$ cat config.mk
export PLATFORM = sky130hd
export DESIGN_NAME = uart_rx_cfg_flat
export DESIGN_NICKNAME = d
export VERILOG_FILES = /design/src/rtl/uart_rx_cfg_if.sv /design/src/rtl/uart_rx_cfg.sv /design/src/flat_wrapper.sv
export SDC_FILE = /design/constraint.sdc
export NUM_CORES = 1
export LEC_CHECK = 0
export CAP_MARGIN = 20
export CORE_ASPECT_RATIO = 1.5
export CORE_MARGIN = 3
export CORE_UTILIZATION = 40
export DETAILED_ROUTE_END_ITERATION = 12
export SETUP_SLACK_MARGIN = 0.1
export SLEW_MARGIN = 40
export SYNTH_ARGS = -nofsm -noshare
export SYNTH_HDL_FRONTEND = slang
export SYNTH_SLANG_ARGS = --single-unit
$ cat constraint.sdc
create_clock -name clk -period 6.9 [get_ports clk]
set_input_delay 1.38 -clock clk [delete_from_list [all_inputs] [get_ports clk]]
set_output_delay 1.38 -clock clk [all_outputs]
set_load 0.01 [all_outputs]
$ cat src/rtl/uart_rx_cfg_if.sv
// Register bus and serial input bundle for uart_rx_cfg.
// The master side drives the register strobes and the pin, and the slave side returns read data.
interface uart_rx_cfg_if;
   logic       wren;
   logic       rden;
   logic [2:0] addr;
   logic [7:0] din;
   logic [9:0] dout;
   logic       rxin;

   modport master (output wren, output rden, output addr, output din, output rxin, input dout);
   modport slave  (input wren, input rden, input addr, input din, input rxin, output dout);
endinterface

$ cat src/rtl/uart_rx_cfg.sv
// 16x oversampled UART receiver: 5-8 data bits, none/even/odd parity, FIFO with threshold, break and overrun.
// Optional macro UART_RX_TIMEOUT_EN enables the idle-receive TIMEOUT flag (STATUS bit 5).
module uart_rx_cfg #(
   parameter int FIFO_DEPTH  = 16,
   parameter int SYNC_STAGES = 2
) (
   input  logic          clk,
   input  logic          reset,
   uart_rx_cfg_if.slave  bus
);

   localparam int AW = $clog2(FIFO_DEPTH);

   typedef enum logic [2:0] {
      S_IDLE, S_START, S_DATA, S_PARITY, S_STOP, S_BRKWAIT
   } state_t;

   logic [SYNC_STAGES-1:0] sync_q, sync_d;
   logic                   rxs;
   logic [7:0]             period_q, period_d, period_lat_q, period_lat_d;
   logic [7:0]             cfg_q, cfg_d;
   logic [1:0]             nbits_lat_q, nbits_lat_d, par_lat_q, par_lat_d;
   logic                   rxen_q, rxen_d;
   logic [8:0]             tick_cnt_q, tick_cnt_d, tick_lim;
   logic [7:0]             period_use;
   logic                   tick;
   state_t                 state_q, state_d;
   logic [3:0]             cnt_q, cnt_d;
   logic [2:0]             bit_q, bit_d;
   logic [7:0]             shift_q, shift_d;
   logic                   perr_q, perr_d, pbit_q, pbit_d;
   logic [AW:0]            wr_ptr_q, wr_ptr_d, rd_ptr_q, rd_ptr_d, level;
   logic [9:0]             mem_q [FIFO_DEPTH];
   logic                   ovr_q, ovr_d, brk_q, brk_d;
   logic                   rd5_prev_q, rd5_prev_d;
   logic [9:0]             dout_q, dout_d, rd_sel;
   logic                   push, push_ok, pop, brk_set, ovr_set;
   logic [9:0]             push_data;
   logic                   empty, full, thresh, par_en, last_bit, rd5;
   logic                   wr_period, wr_cfg, wr_ctrl, timeout_flag;
   logic [7:0]             status;

   assign rxs       = sync_q[SYNC_STAGES-1];
   assign wr_period = bus.wren && (bus.addr == 3'd4);
   assign wr_cfg    = bus.wren && (bus.addr == 3'd6);
   assign wr_ctrl   = bus.wren && (bus.addr == 3'd7);
   assign rd5       = bus.rden && (bus.addr == 3'd5);
   assign bus.dout  = dout_q;

   // Outside a frame the live PERIOD drives the tick; inside, the value latched at START.
   assign period_use = (state_q == S_IDLE) ? period_q : period_lat_q;
   assign tick_lim   = {period_use, 1'b1};

   always_comb begin
      tick       = 1'b0;
      tick_cnt_d = tick_cnt_q + 9'd1;
      if (wr_period && (state_q == S_IDLE)) begin
         tick_cnt_d = '0;
      end else if (tick_cnt_q >= tick_lim) begin
         tick       = 1'b1;
         tick_cnt_d = '0;
      end
   end

   assign sync_d = {sync_q[SYNC_STAGES-2:0], bus.rxin};

   assign period_d = wr_period ? bus.din : period_q;
   assign cfg_d    = wr_cfg ? bus.din : cfg_q;
   assign rxen_d   = wr_ctrl ? bus.din[0] : rxen_q;

   assign par_en   = (par_lat_q == 2'b01) || (par_lat_q == 2'b10);
   assign last_bit = (bit_q == (3'd4 + {1'b0, nbits_lat_q}));

   always_comb begin
      state_d      = state_q;
      cnt_d        = cnt_q;
      bit_d        = bit_q;
      shift_d      = shift_q;
      perr_d       = perr_q;
      pbit_d       = pbit_q;
      nbits_lat_d  = nbits_lat_q;
      par_lat_d    = par_lat_q;
      period_lat_d = period_lat_q;
      push         = 1'b0;
      push_data    = {perr_q, ~rxs, shift_q};
      brk_set      = 1'b0;
      if (!rxen_q) begin
         state_d = S_IDLE;
      end else if (tick) begin
         case (state_q)
            S_IDLE: begin
               if (!rxs) begin
                  state_d      = S_START;
                  cnt_d        = '0;
                  nbits_lat_d  = cfg_q[1:0];
                  par_lat_d    = cfg_q[3:2];
                  period_lat_d = period_q;
               end
            end
            S_START: begin
               if (cnt_q == 4'd7) begin
                  cnt_d = '0;
                  if (rxs) begin
                     state_d = S_IDLE;
                  end else begin
                     state_d = S_DATA;
                     bit_d   = '0;
                     shift_d = '0;
                     perr_d  = 1'b0;
                     pbit_d  = 1'b0;
                  end
               end else begin
                  cnt_d = cnt_q + 4'd1;
               end
            end
            S_DATA: begin
               cnt_d = cnt_q + 4'd1;
               if (cnt_q == 4'd15) begin
                  shift_d[bit_q] = rxs;
                  if (last_bit) state_d = par_en ? S_PARITY : S_STOP;
                  else          bit_d   = bit_q + 3'd1;
               end
            end
            S_PARITY: begin
               cnt_d = cnt_q + 4'd1;
               if (cnt_q == 4'd15) begin
                  pbit_d  = rxs;
                  perr_d  = (^shift_q) ^ rxs ^ (par_lat_q == 2'b10);
                  state_d = S_STOP;
               end
            end
            S_STOP: begin
               cnt_d = cnt_q + 4'd1;
               if (cnt_q == 4'd15) begin
                  push = 1'b1;
                  // An all-zero character including parity and stop is a line break.
                  if (!rxs && (shift_q == 8'd0) && !pbit_q) begin
                     brk_set = 1'b1;
                     state_d = S_BRKWAIT;
                  end else begin
                     state_d = S_IDLE;
                  end
               end
            end
            S_BRKWAIT: begin
               if (rxs) state_d = S_IDLE;
            end
            default: state_d = S_IDLE;
         endcase
      end
   end

   assign level   = wr_ptr_q - rd_ptr_q;
   assign empty   = (wr_ptr_q == rd_ptr_q);
   assign full    = (level == (AW+1)'(FIFO_DEPTH));
   assign pop     = rd5 && !rd5_prev_q && !empty;
   assign push_ok = push && (!full || pop);
   assign ovr_set = push && full && !pop;
   assign thresh  = (cfg_q[7:4] != 4'd0) && (32'(level) >= 32'(cfg_q[7:4]));
   assign rd5_prev_d = rd5;

   always_comb begin
      wr_ptr_d = wr_ptr_q;
      rd_ptr_d = rd_ptr_q;
      ovr_d    = ovr_q | ovr_set;
      brk_d    = brk_q | brk_set;
      if (!rxen_q) begin
         wr_ptr_d = '0;
         rd_ptr_d = '0;
         ovr_d    = 1'b0;
         brk_d    = 1'b0;
      end else begin
         if (push_ok) wr_ptr_d = wr_ptr_q + 1'b1;
         if (pop)     rd_ptr_d = rd_ptr_q + 1'b1;
      end
   end

`ifdef UART_RX_TIMEOUT_EN
   logic [9:0] to_cnt_q, to_cnt_d;
   logic       to_q, to_d, start_evt, to_clr;

   assign start_evt = rxen_q && tick && (state_q == S_IDLE) && !rxs;
   assign to_clr    = !rxen_q || pop || start_evt;

   // 640 ticks is four 10-bit characters of silence with data still waiting.
   always_comb begin
      to_cnt_d = to_cnt_q;
      to_d     = to_q;
      if (to_clr || empty) begin
         to_cnt_d = '0;
         if (to_clr) to_d = 1'b0;
      end else if (tick && !to_q) begin
         if (to_cnt_q == 10'd639) begin
            to_d     = 1'b1;
            to_cnt_d = '0;
         end else begin
            to_cnt_d = to_cnt_q + 10'd1;
         end
      end
   end

   always_ff @(posedge clk or posedge reset) begin
      if (reset) begin
         to_cnt_q <= '0;
         to_q     <= 1'b0;
      end else begin
         to_cnt_q <= to_cnt_d;
         to_q     <= to_d;
      end
   end

   assign timeout_flag = to_q;
`else
   assign timeout_flag = 1'b0;
`endif

   assign status = {2'b00, timeout_flag, brk_q, thresh, ovr_q, !empty, rxen_q};

   always_comb begin
      rd_sel = '0;
      case (bus.addr)
         3'd4:    rd_sel = {2'b00, period_q};
         3'd5:    rd_sel = empty ? 10'd0 : mem_q[rd_ptr_q[AW-1:0]];
         3'd6:    rd_sel = {2'b00, cfg_q};
         3'd7:    rd_sel = {2'b00, status};
         default: rd_sel = '0;
      endcase
      dout_d = bus.rden ? rd_sel : 10'd0;
   end

   always_ff @(posedge clk) begin
      if (push_ok) mem_q[wr_ptr_q[AW-1:0]] <= push_data;
   end

   always_ff @(posedge clk or posedge reset) begin
      if (reset) begin
         sync_q       <= '1;
         period_q     <= '0;
         period_lat_q <= '0;
         cfg_q        <= 8'h03;
         nbits_lat_q  <= 2'b11;
         par_lat_q    <= 2'b00;
         rxen_q       <= 1'b0;
         tick_cnt_q   <= '0;
         state_q      <= S_IDLE;
         cnt_q        <= '0;
         bit_q        <= '0;
         shift_q      <= '0;
         perr_q       <= 1'b0;
         pbit_q       <= 1'b0;
         wr_ptr_q     <= '0;
         rd_ptr_q     <= '0;
         ovr_q        <= 1'b0;
         brk_q        <= 1'b0;
         rd5_prev_q   <= 1'b0;
         dout_q       <= '0;
      end else begin
         sync_q       <= sync_d;
         period_q     <= period_d;
         period_lat_q <= period_lat_d;
         cfg_q        <= cfg_d;
         nbits_lat_q  <= nbits_lat_d;
         par_lat_q    <= par_lat_d;
         rxen_q       <= rxen_d;
         tick_cnt_q   <= tick_cnt_d;
         state_q      <= state_d;
         cnt_q        <= cnt_d;
         bit_q        <= bit_d;
         shift_q      <= shift_d;
         perr_q       <= perr_d;
         pbit_q       <= pbit_d;
         wr_ptr_q     <= wr_ptr_d;
         rd_ptr_q     <= rd_ptr_d;
         ovr_q        <= ovr_d;
         brk_q        <= brk_d;
         rd5_prev_q   <= rd5_prev_d;
         dout_q       <= dout_d;
      end
   end

endmodule

$ cat src/flat_wrapper.sv
// flat-port wrapper written by rule: the top's interface ports become plain ports
module uart_rx_cfg_flat 
#(
   parameter int FIFO_DEPTH  = 16,
   parameter int SYNC_STAGES = 2
)
  (clk, reset, bus_wren, bus_rden, bus_addr, bus_din, bus_rxin, bus_dout);
  uart_rx_cfg_if bus_i ();
  input  logic clk;
  input  logic reset;
  input wire logic [$bits(bus_i.wren)-1:0] bus_wren;
  input wire logic [$bits(bus_i.rden)-1:0] bus_rden;
  input wire logic [$bits(bus_i.addr)-1:0] bus_addr;
  input wire logic [$bits(bus_i.din)-1:0] bus_din;
  input wire logic [$bits(bus_i.rxin)-1:0] bus_rxin;
  output wire logic [$bits(bus_i.dout)-1:0] bus_dout;
  assign bus_i.wren = bus_wren;
  assign bus_i.rden = bus_rden;
  assign bus_i.addr = bus_addr;
  assign bus_i.din = bus_din;
  assign bus_i.rxin = bus_rxin;
  assign bus_dout = bus_i.dout;
  uart_rx_cfg #(.FIFO_DEPTH(FIFO_DEPTH), .SYNC_STAGES(SYNC_STAGES)) u_core (.clk(clk), .reset(reset), .bus(bus_i));
endmodule
-- Word-level counts from Yosys, hierarchy flattened
Memory sizes are Yosys's and may differ from the RTL's.
Index checks and enable logic that the tools add are counted.
- output and inout bits: 10
- logic and storage cells: 164
- memories: 1
- bits in registers: 83
- RAM bits: 160
- input bits: 16
- memories (memory ; words ; bits a word ; rd ports ; clocked after Yosys merged registers in ; wr ports ; line ; text):
    u_core.mem_q ; 16 ; 10 ; 1 ; 0 ; 1 ; uart_rx_cfg.sv:33 ; logic [9:0] mem_q [FIFO_DEPTH];
- magnitude comparators: 4
- mux-type cells: 59
- reduce and logical (&&, ||, !) cells: 36
- equal/unequal tests: 32
- add/subtract/negate cells: 7
- bitwise logic cells: 5
- operators with widths (kind ; count):
    $mux W3 ; 15
    $pmux W10 S4 ; 1
    $mux W8 ; 4
    $mux W1 ; 20
    $mux W10 ; 2
    $mux W5 ; 4
    $eq A3 B3 Y1 const B ; 6
    $mux W9 ; 2
    $ne A3 B3 Y1 const B ; 6
    $pmux W3 S6 ; 1
    $pmux W8 S2 ; 1
    $logic_and A1 B1 Y1 ; 14
    $ne A2 B2 Y1 const B ; 6
    $pmux W4 S3 ; 1
    $reduce_and A6 Y1 ; 2
    $add A5 B1 Y5 const B ; 2
    $add A9 B1 Y9 const B ; 1
    $ge A9 B9 Y1 ; 1
    $bwmux W8 ; 1
    $logic_not A8 Y1 ; 1
    $mux W4 ; 2
    $reduce_and A4 Y1 ; 2
    $reduce_and A8 Y1 ; 1
    $reduce_xor A8 Y1 ; 1
    other kinds (33) ; 46

-- Longest topological paths before layout
- depth after elaboration: 11
- gate-level depth with buffers: 13
- depth with buffers taken out: 11

-- Least setup slack after synthesis
No wires, ideal clock.
- path kind: register to register
- start point: register u_core.rd_ptr_q[1]
- end point: memory u_core.mem_q[10][0] (enable)
- data arrival time: 3.053 ns
- cell stages (with the launch flop): 11
- period minus slack after synthesis: 3.341 ns
- data required time: 6.612 ns
- path buffers: 3
- library setup time: 0.288 ns
- slack: 3.559 ns
- path through: dfrtp_1 > clkbuf_1 > buf_1 > inv_1 > fa_1 > xor2_1 > or3b_1 > or4_4 > and2_4 > buf_6 > and3_1
- word-level cells in the longest chain between the ends: 7
- elaborated cells between the ends (all ways): 10
- classes of those cells: 1 x add/sub; 2 x eq/ne; 2 x mux; 5 x reduce/logical
- RTL lines (item ; line ; text):
    start, declared ; uart_rx_cfg.sv:32 ; logic [AW:0] wr_ptr_q, wr_ptr_d, rd_ptr_q, rd_ptr_d, level;
    start signal, assigned ; uart_rx_cfg.sv:273 ; rd_ptr_q <= rd_ptr_d;
    $sub A5 B5 Y5 or $eq A5 B5 Y1 (tied branches) ; uart_rx_cfg.sv:153, uart_rx_cfg.sv:154 ;
    $eq A5 B5 Y1 or $logic_not A1 Y1 (tied branches) ; uart_rx_cfg.sv:155, uart_rx_cfg.sv:156 ;
    $logic_not A1 Y1 or $logic_and A1 B1 Y1 (tied branches) ; uart_rx_cfg.sv:157, uart_rx_cfg.sv:156 ;
    $logic_or A1 B1 Y1 * ; uart_rx_cfg.sv:157 ; assign push_ok = push && (!full || pop);
    $logic_and A1 B1 Y1 * ; uart_rx_cfg.sv:157 ;
    $mux W1 * ; uart_rx_cfg.sv:232 ; if (push_ok) mem_q[wr_ptr_q[AW-1:0]] <= push_data;
    $mux W1 (implied by the code) * ; uart_rx_cfg.sv:232 ;
    end, declared ; uart_rx_cfg.sv:33 ;
Mark *: on every way between the ends. The rest lies on a longest branch, timed or not.

-- Worst setup path in the final report
- start point: input port bus_addr[1]
- end point: memory u_core.mem_q[10][0] (enable)
- elaborated cells between the ends (all ways): 14
- classes of those cells: 2 x eq/ne; 5 x mux; 7 x reduce/logical
- RTL lines (item ; line ; text):
    start, declared ; flat_wrapper.sv:13 ; input wire logic [$bits(bus_i.addr)-1:0] bus_addr;
    $eq A3 B3 Y1 ; uart_rx_cfg.sv:47 ; assign rd5 = bus.rden && (bus.addr == 3'd5);
    $logic_and A1 B1 Y1 ; uart_rx_cfg.sv:47 ;
    net u_core.rd5 ; uart_rx_cfg.sv:39 ; logic empty, full, thresh, par_en, last_bit, rd5;
    $logic_and A1 B1 Y1 (2 in a row) ; uart_rx_cfg.sv:156 ; assign pop = rd5 && !rd5_prev_q && !empty;
    $logic_or A1 B1 Y1 ; uart_rx_cfg.sv:157 ;
    $logic_and A1 B1 Y1 ; uart_rx_cfg.sv:157 ;
    $mux W1 ; uart_rx_cfg.sv:232 ;
    $mux W1 (implied by the code) ; uart_rx_cfg.sv:232 ;
The timed path passes the listed nets, and every way through them passes these cells.

==> summary.txt <==
# Post-CTS Setup Buffers: 0
LEAKAGE: 4.50 nW
remaining global-route overflow: 0
FMAX: 235 MHz
GP Congestion: 0.923
final cycle utilization of the critical path: 0.618
endpoints failing setup: 0
element type at the critical path end: flip-flop
max incr delay on CP: 0.86 ns
Port Buf Inserts: 25
Crit path arrival time: 4.47 ns
vias in the first global route: 6363
Synth Area in Adders: 0.0355
DRC Markers: 0
largest family of logic cells by synthesized area: multiplexers
EDFF count, synth: 160
Routed WL per cell: 23.3 um
minimum clock period: 4.26 ns
final core occ: 0.465
Clk Latency, worst-skew pair: 0.52 ns
Cells after DPL: 1029
Filler cells: 2256
Worst setup SP type: primary input
post-synthesis sequential area ratio: 0.640
Buf/Inv on CP: 1
crit-path cells: clkdlybuf4s50_1 > and4b_1 > o21ai_1 > nor2_1 > or4_4 > and2_4 > and3_1
Initial DRT Pass Iterations: 4
Worst Max-Slew Pin Slew: 0.824 ns
ant diodes: 0
Die X: 140 um
Synth Area in Compound Gates: 0.0510
Ys Warns: 0
row count: 72
WS Path Type: primary input to flip-flop
leading register cell type out of synthesis: edfxtp_1
die area: 29000 um2
share of cells above drive strength 1: 0.196
post-synthesis instance total: 694
Starting Density: 0.412
CTS-repair resized insts: 0
clk root buf: clkbuf_16
post-synth cell types: 63
post-route ant nets: 0
IO Count: 26
Netlist Area Pre-Place: 10800 um2
max_cap viols: 0
critical path peak fanout: 14
simple logic cell fraction of the synthesized area: 0.0750
Layout Cells excl Fill: 1073
post-synthesis xor/xnor area fraction: 0.0179
P&R area growth vs syn: 12.8%
CTS max path bufs: 3
Final Max Slew Viols: 0
final wirelength: 25000 um
H-tree depth: 1
area leader, netlist: edfxtp_1
Final Skew: 0.0110 ns
area of the core: 26100 um2
worst hold path class: flip-flop to flip-flop
CP required: 7.11 ns
GRT Resource Usage Total: 0.176
NumNets Final: 769
pin count of the biggest net entering global routing: 61
top cell type's share of synthesized area: 0.446
HPWL Detailed: 17600 um
initial antenna violation count: 0
hold_buf cts: 0
sum of negative setup slack: 0 ns
Via density: 5.62
syn nets: 740
Worst path slowest cell: clkdlybuf4s50_1
RSZ-0062 raised after global routing: no
CTS tree: yes
CTS clock-pin slew for the worst setup and hold paths: 0.06 ns
vias: 6025
Iter 0 DRT Violations: 489
Synth area leaders: edfxtp_1 (45%), dfrtp_1 (18%), mux4_2 (10%)
clk sinks: 243
Inserted Clock Buffers: 24
Die Y: 207 um
first-pass GRT wire length: 38900 um
Avg Inst Size Synth: 15.5 um2
mux contribution to synthesized area: 0.156
#FFs+latches synth: 243
register-to-register setup slack: 2.84 ns
slew margin rel.: 0.451
Peak VDD IR: 0.211 mV
outcome: completed
power per standard cell area: 272 nW/um2
Final Hold Fails: 0
CP top delay family: simple AND/OR/NAND/NOR gates
Synth async-reset ratio: 0.342
## area by class of cell
type                            count  area (um2)  area share
Clock buffer                       28         637      0.0524
Clock inverter                     15         138      0.0113
Inverter                           35         133      0.0109
Multi-Input combinational cell    386        3620       0.298
Sequential cell                   243        6890       0.567
Tap cell                          333         417      0.0343
Timing Repair Buffer               33         324      0.0267
## worst register-to-register path: stages (launching register included)
cell and delay [ns]:
dfrtp_1 0.76, inv_1 0.21, ha_1 0.43, nand4_1 0.17, o21ai_1 0.67, nor2_1 0.28
or4_4 0.65, and2_4 0.23, and3_1 0.36
## through the flow
step	total power (W)	setup slack, ns	hold slack, ns	area [um2]
CTS	0.00334	2.73	0.356	12100
detailed placement	0.00205	2.20	0.347	11400
finish	0.00330	2.64	0.357	12200
global placement	0.00204	2.35	0.346	11400
global route	0.00345	2.54	0.361	12200
floorplan	0.00195	3.39	0.345	10800
## path summary, 6_finish.rpt
path                                                start                        endpoint  cells after the start
setup / recovery                              bus_addr[1]   u_core.mem_q[10][0]$_DFFE_PP_                      7
hold / removal                 u_core.sync_q[0]$_DFF_PP1_      u_core.sync_q[1]$_DFF_PP1_                      0
setup reg to reg           u_core.rd_ptr_q[2]$_DFFE_PP0P_   u_core.mem_q[10][0]$_DFFE_PP_                      8
hold reg to reg                u_core.sync_q[0]$_DFF_PP1_      u_core.sync_q[1]$_DFF_PP1_                      0
max in group asynchronous                           reset  u_core.rd_ptr_q[0]$_DFFE_PP0P_                      4
min in group asynchronous                           reset     u_core.cnt_q[1]$_DFFE_PP0P_                      2
## Yosys cell counts (2+ instances only)
library cell    n
a21o_1          2
a21oi_1        14
a22oi_1         5
a31oi_1         6
a32o_1          2
and2_1         11
and3_1         18
and4_1          2
and4b_1         2
buf_1           6
buf_2           8
buf_4           3
clkbuf_1       12
dfrtp_1        77
dfstp_2         6
edfxtp_1      160
ha_1           29
inv_1          35
mux2_2         34
mux2i_1        19
mux4_2         49
nand2_1        26
nand2b_1        5
nand3_1         7
nand3b_1        2
nand4_1        10
nor2_1         37
nor2b_1         8
nor3_1          8
o211ai_1        2
o21ai_0        16
o21ai_1         3
o22ai_1        12
o2bb2ai_1       2
o31ai_1         6
o32ai_1         2
or3b_1          2
xnor2_1        11
xor2_1         11
## cell families after synthesis
family | Yosys count
DFF | 243
and+or+nand+nor | 150
muxes | 102
AOI/OAI and AO/OA | 82
buffers and inverters | 65
adders and majority gates | 30
xor gates and xnor gates | 22
## where the power goes
group | switching (W) | internal, W | total [W]
sequential | 0.000102 | 0.00164 | 0.00174
combinational | 0.000137 | 0.000140 | 0.000277
clock | 0.000544 | 0.000738 | 0.00128
## routing by layer
layer	part of all wire	track usage
met1	0.38	0.210
met2	0.55	0.332
met3	0.041	0.0219
met4	0.028	0.0540
met5	0	0
## cells in the final DEF, fill, tap and decap left out, types with 14 or more instances in the layout
cell	count
a21oi_1	14
and3_1	18
clkbuf_16	25
clkdlybuf4s50_1	25
dfrtp_1	76
edfxtp_1	160
ha_1	29
inv_1	34
mux2_2	34
mux2i_1	19
mux4_2	49
nand2_1	26
nor2_1	37
o21ai_0	16
## sequential cells by signal (all words and copies together), names as in the netlist, 4 cells and up
signal / cells
u_core.mem_q: 160
u_core.bus.dout: 10
u_core.tick_cnt_q: 9
u_core.cfg_q: 8
u_core.period_lat_q: 8
u_core.period_q: 8
u_core.shift_q: 8
u_core.rd_ptr_q: 5
u_core.wr_ptr_q: 5
u_core.cnt_q: 4
Power figures use the tool's default switching activity.
==> edit 1: new RTL, same settings <==
`FIFO_DEPTH` is set to 16 in 2 places; all go to 8.
--- a/src/rtl/uart_rx_cfg.sv
+++ b/src/rtl/uart_rx_cfg.sv
@@ -3,3 +3,3 @@
 module uart_rx_cfg #(
-   parameter int FIFO_DEPTH  = 16,
+   parameter int FIFO_DEPTH  = 8,
    parameter int SYNC_STAGES = 2
--- a/src/flat_wrapper.sv
+++ b/src/flat_wrapper.sv
@@ -3,3 +3,3 @@
 #(
-   parameter int FIFO_DEPTH  = 16,
+   parameter int FIFO_DEPTH  = 8,
    parameter int SYNC_STAGES = 2
Formal check against the unedited RTL: same outputs for any inputs over 4 cycles, from zero or initial values and one cycle with reset high; that may be too few to reach the edited logic, so the function may still have changed.
==> edit 1 against the original RTL <==
- sequential cell count fell by 82
- design area fell by 27%
- routed wire length shrank 30%
- worst hold slack hardly changed
- sequential share of layout area fell by 6.4 points
- area after synthesis down 29%
- sequential power shrank 33%
- total power down 28%
- via count is 23% lower
- setup slack gained 0.27 ns
==> edit 1: results (changes against the original RTL) <==
RR Startpoint -> u_core.state_q[1]
Crit path time final -> 3.99 ns (-0.275 ns)
Gr usage total -> 17.5% (-0.15 points)
Post-Layout Cell Count -> 851 (-21%)
Largest net degree at the start of global routing -> 62 (+1.6%)
Met2 wire length -> 9790 um (-29%)
Routing usage on met1 -> 19.6% (-1.4 points)
TritonCTS Buffers -> 17 (-29%)
Met3 Use GR -> 2.84% (+0.65 points)
Worst Tran Pin Value -> 0.774 ns (-0.0501 ns)
CTS Buffer Depth -> 2 (-1)
Clock skew -> 0.0148 ns (+0.00381 ns)
ANT cells -> 0 (unchanged)
WL met3 -> 349 um (-66%)
NetSw -> 654 uW (-17%)
Mapped Avg Cell Area -> 13.7 sq um (-12%)
Met2 usage -> 32.0% (-1.2 points)
Worst setup path end -> u_core.mem_q[3][6]
Status -> finished, final reports clean
Post-synth ARST share -> 50.3% (+16 points)
NumNets Final -> 628 (-18%)
Vias in the first global route -> 4931 (-23%)
DP HPWL -> 12900 um (-27%)
Seq/Total Area, Yosys -> 57.9% (-6.1 points)
Max reg flops -> 80 (-50%)
Worst IR drop on VDD -> 157 uV (-26%)
Post-synthesis adder-cell area fraction -> 4.34% (+0.79 points)
Compound-cell area share of the yosys netlist -> 7.88% (+2.8 points)
Placed Cells -> 818 (-21%)
Unique masters post-synth -> 72 (+14%)
Top post-synthesis cells by area -> edfxtp_1, dfrtp_1, mux4_2
Clk root buf -> clkbuf_16
Max H-tree Level -> 4 (+3)
Static Leak -> 3.44 nW (-23%)
Hold WC Path Type -> reg2reg
Drt first-iter violations -> 246 (-50%)
CP max FO -> 17 (+3)
Mux contribution to synthesized area -> 13.9% (-1.7 points)
Placed cell areas -> 0.00825 sq mm (-27%)
Post-placement setup slack -> 2.44 ns (+0.237 ns)
Critical path's slowest cell -> clkdlybuf4s50_1
Clock insertion delay at the later pin of the skew report -> 0.42 ns (-0.10 ns)
Drt via density -> 5.46 (-2.7%)
Met1 Wirelength -> 6820 um (-28%)
Synth Area in XOR/XNOR -> 2.61% (+0.82 points)
# fillers -> 1635 (-28%)
CP peak stage delay -> 0.73 ns (-0.13 ns)
EDFF count, synth -> 80 (-50%)
Global-route wire length before repair -> 27800 um (-28%)
Routability-driven placement congestion ratio -> 0.833 (-9.7%)
R2r setup slk -> 3.13 ns (+0.29 ns)
Worst hold slack -> 0.357 ns (-0.0000170 ns)
Drt pass-1 iters -> 5 (+1)
Share of cells above drive strength 1 -> 18.9% (-0.73 points)
Syn nets -> 602 (-19%)
Routed WL per cell -> 20.6 um (-11%)
Post-synth top cells -> edfxtp_1, dfrtp_1, nor2_1
## edit 1: cell types whose count changed after synthesis, moves of 9 or more
| cell | before | now |
|---|---|---|
| o22ai_1 | 12 | 3 |
| edfxtp_1 | 160 | 80 |
| mux2_1 | 0 | 12 |
| mux4_2 | 49 | 20 |
| mux2_2 | 34 | 24 |
| and3_1 | 18 | 6 |
## edit 1: power by group through the flow
stage / Combinational [mW] / Clock (mW) / Sequential [mW]
after global routing: 0.344 / 0.973 / 1.17
after global placement: 0.300 / 0 / 1.18
after floorplan: 0.246 / 0 / 1.14
after CTS: 0.314 / 0.928 / 1.16
final: 0.309 / 0.910 / 1.16
after detailed placement: 0.312 / 0 / 1.18
## edit 1: layout make-up
type,instances,area [sq um],area share (%)
Sequential cell,161,4440,50.3
Multi-Input combinational cell,349,3110,35.3
Clock buffer,20,459,5.20
Tap cell,252,315,3.57
Timing Repair Buffer,29,284,3.22
Clock inverter,12,113,1.28
Inverter,28,106,1.20
==> edit 2: new RTL, same settings <==
Made on the original files. Encoding of `state_t`: now one-hot (6 bits for 6 states).
--- a/src/rtl/uart_rx_cfg.sv
+++ b/src/rtl/uart_rx_cfg.sv
@@ -13,4 +13,4 @@
 
-   typedef enum logic [2:0] {
-      S_IDLE, S_START, S_DATA, S_PARITY, S_STOP, S_BRKWAIT
+   typedef enum logic [5:0] {
+      S_IDLE = 6'b000001, S_START = 6'b000010, S_DATA = 6'b000100, S_PARITY = 6'b001000, S_STOP = 6'b010000, S_BRKWAIT = 6'b100000
    } state_t;
Function: same outputs for any inputs over 4 cycles, from zero or initial values and one cycle with reset high; so few cycles prove little.
==> edit 2 against the original RTL <==
- total power rose by 3.0%
- clock power grew 6%
- critical path depth unchanged
- combinational power rose by 10%
- design area increased by 2.3%
- largest cell class unchanged
- area after synthesis is 2.3% higher
- count of clock-buffer cells in the layout shrank 4
- setup slack gained 0.16 ns
- sequential cell count rose by 3
- non-clock buffer count down 4
- worst hold slack better by 0.00093 ns
- via count is 5.6% higher
- routed wire length up 12%
==> edit 2: results (changes against the original RTL) <==
Clock skew -> 0.0211 ns (+0.0101 ns)
ANT cells -> 0 (unchanged)
Antenna violations before repair -> 0 (unchanged)
Largest net degree at the start of global routing -> 68 (+11%)
Synth Area in XOR/XNOR -> 1.96% (+0.18 points)
Vias in the first global route -> 6718 (+5.6%)
Status -> finished, final reports clean
Share of cells above drive strength 1 -> 18.3% (-1.3 points)
RR Startpoint -> u_core.state_q[4]
Hold WC Path Type -> reg2reg
Clk root buf -> clkbuf_16
Global-route wire length before repair -> 42700 um (+9.7%)
Mux contribution to synthesized area -> 13.8% (-1.7 points)
Clock insertion delay at the later pin of the skew report -> 0.54 ns (+0.02 ns)
CP delay by family, top -> simple AND/OR/NAND/NOR gates
TritonCTS Buffers -> 24 (unchanged)
CTS Buffer Depth -> 3 (unchanged)
Post-synthesis adder-cell area fraction -> 3.47% (-0.080 points)
Drt via density -> 5.72 (+1.8%)
Syn nets -> 780 (+5.4%)
Max H-tree Level -> 1 (unchanged)
Worst setup startpoint -> bus_addr[1]
Seq/Total Area, Yosys -> 63.2% (-0.75 points)
Critical path's slowest cell -> clkdlybuf4s50_1
Post-CTS Setup Repair Bufs -> 0 (unchanged)
Routability-driven placement congestion ratio -> 0.897 (-2.8%)
Unique masters post-synth -> 72 (+14%)
Top post-synthesis cells by area -> edfxtp_1, dfrtp_1, mux4_2
Gr usage total -> 19.3% (+1.7 points)
Post_cts resized -> 0 (unchanged)
Drt pass-1 iters -> 5 (+1)
DP HPWL -> 20200 um (+15%)
Drt first-iter violations -> 476 (-2.7%)
Total number of yosys warnings -> 0 (unchanged)
Static Leak -> 4.79 nW (+6.5%)
Routed WL per cell -> 25.2 um (+8.3%)
Post-synth top cells -> edfxtp_1, dfrtp_1, mux4_2
CP max FO -> 15 (+1)
Ys flop type -> edfxtp_1
Clock-pin slew on the worst setup and hold paths -> 0.07 ns
NumNets Final -> 805 (+4.7%)
CP arrival -> 4.27 ns (-0.20 ns)
EDFF count, synth -> 160 (unchanged)
Max reg flops -> 160 (unchanged)
Worst Hold Launch -> u_core.sync_q[0]
Worst IR drop on VDD -> 247 uV (+17%)
Port bufs -> 25 (unchanged)
Post-synth ARST share -> 35.0% (+0.80 points)
Compound-cell area share of the yosys netlist -> 6.02% (+0.92 points)
Worst Tran Pin Value -> 0.838 ns (+0.0141 ns)
CP peak stage delay -> 0.71 ns (-0.15 ns)
[edit 2: cell count changes after synthesis, moves of 5 or more]
cell     unedited run  this run
o21ai_0            16         8
mux2_1              0        13
a21oi_1            14        20
nand3_1             7        12
mux2_2             34        11
nand2_1            26        47
o21ai_1             3        21
[edit 2: logic make-up (layout without fill, tap and decap cells)]
logic type               count (synthesis)  after routing
adder cells (fa/ha/maj)                 30             30
flip-flops                             246            246
buffers and inverters                   69            111
XOR/XNOR                                23             23
AND/OR/NAND/NOR                        175            175
multiplexers                            88             88
AO/OA/AOI/OAI                          103            103
[edit 2: stage by stage]
stage | hold WS, ns | instances | setup slack (ns) | utilization [%] | cell area (sq um)
6_report | 0.358 | 1113 | 2.79 | 46.3 | 12400
5_1_grt | 0.361 | 1113 | 2.62 | 46.3 | 12400
4_1_cts | 0.360 | 1113 | 2.85 | 46.3 | 12400
3_5_place_dp | 0.350 | 1070 | 2.31 | 43.2 | 11600
3_3_place_gp | 0.346 | 1069 | 2.12 | 43.1 | 11600
2_1_floorplan | 0.345 | 734 | 3.23 | - | 11000
[edit 2: layout make-up]
| class | instances | area (sq um) |
|---|---|---|
| clock buffers | 24 | 601 |
| clock inverters | 19 | 219 |
| fillers | 2376 | 14400 |
| inverters | 39 | 148 |
| multi-input cells | 419 | 3790 |
| flip-flops and latches | 246 | 6970 |
| well taps | 337 | 422 |
| repair buffers | 29 | 288 |
[edit 2: report_power, final]
part | switching (mW) | internal [mW] | leakage, nW
combinational | 0.170 | 0.136 | 1.57
sequential | 0.0957 | 1.64 | 2.82
clock | 0.567 | 0.791 | 0.398
[edit 2: final timing paths]
kind                            cells after the start  slack, ns                   to
worst max-delay path                                7       2.79  u_core.mem_q[12][1]
worst min-delay path                                0       0.36     u_core.sync_q[1]
worst max register to register                     10       2.91  u_core.mem_q[12][1]
worst min register to register                      0       0.36     u_core.sync_q[1]
max in group asynchronous                           3       4.82   u_core.rd_ptr_q[0]
min in group asynchronous                           2       1.14    u_core.state_q[5]
[edit 2: routing by layer]
layer / GRT usage (%) / vias up / share of wire [%]
met4: 7.95 / 0 / 4.2
met1: 22.3 / 3281 / 36
met5: 0 / - / 0
met3: 2.37 / 59 / 3.9
met2: 35.7 / 180 / 56
li1: - / 2843 / -
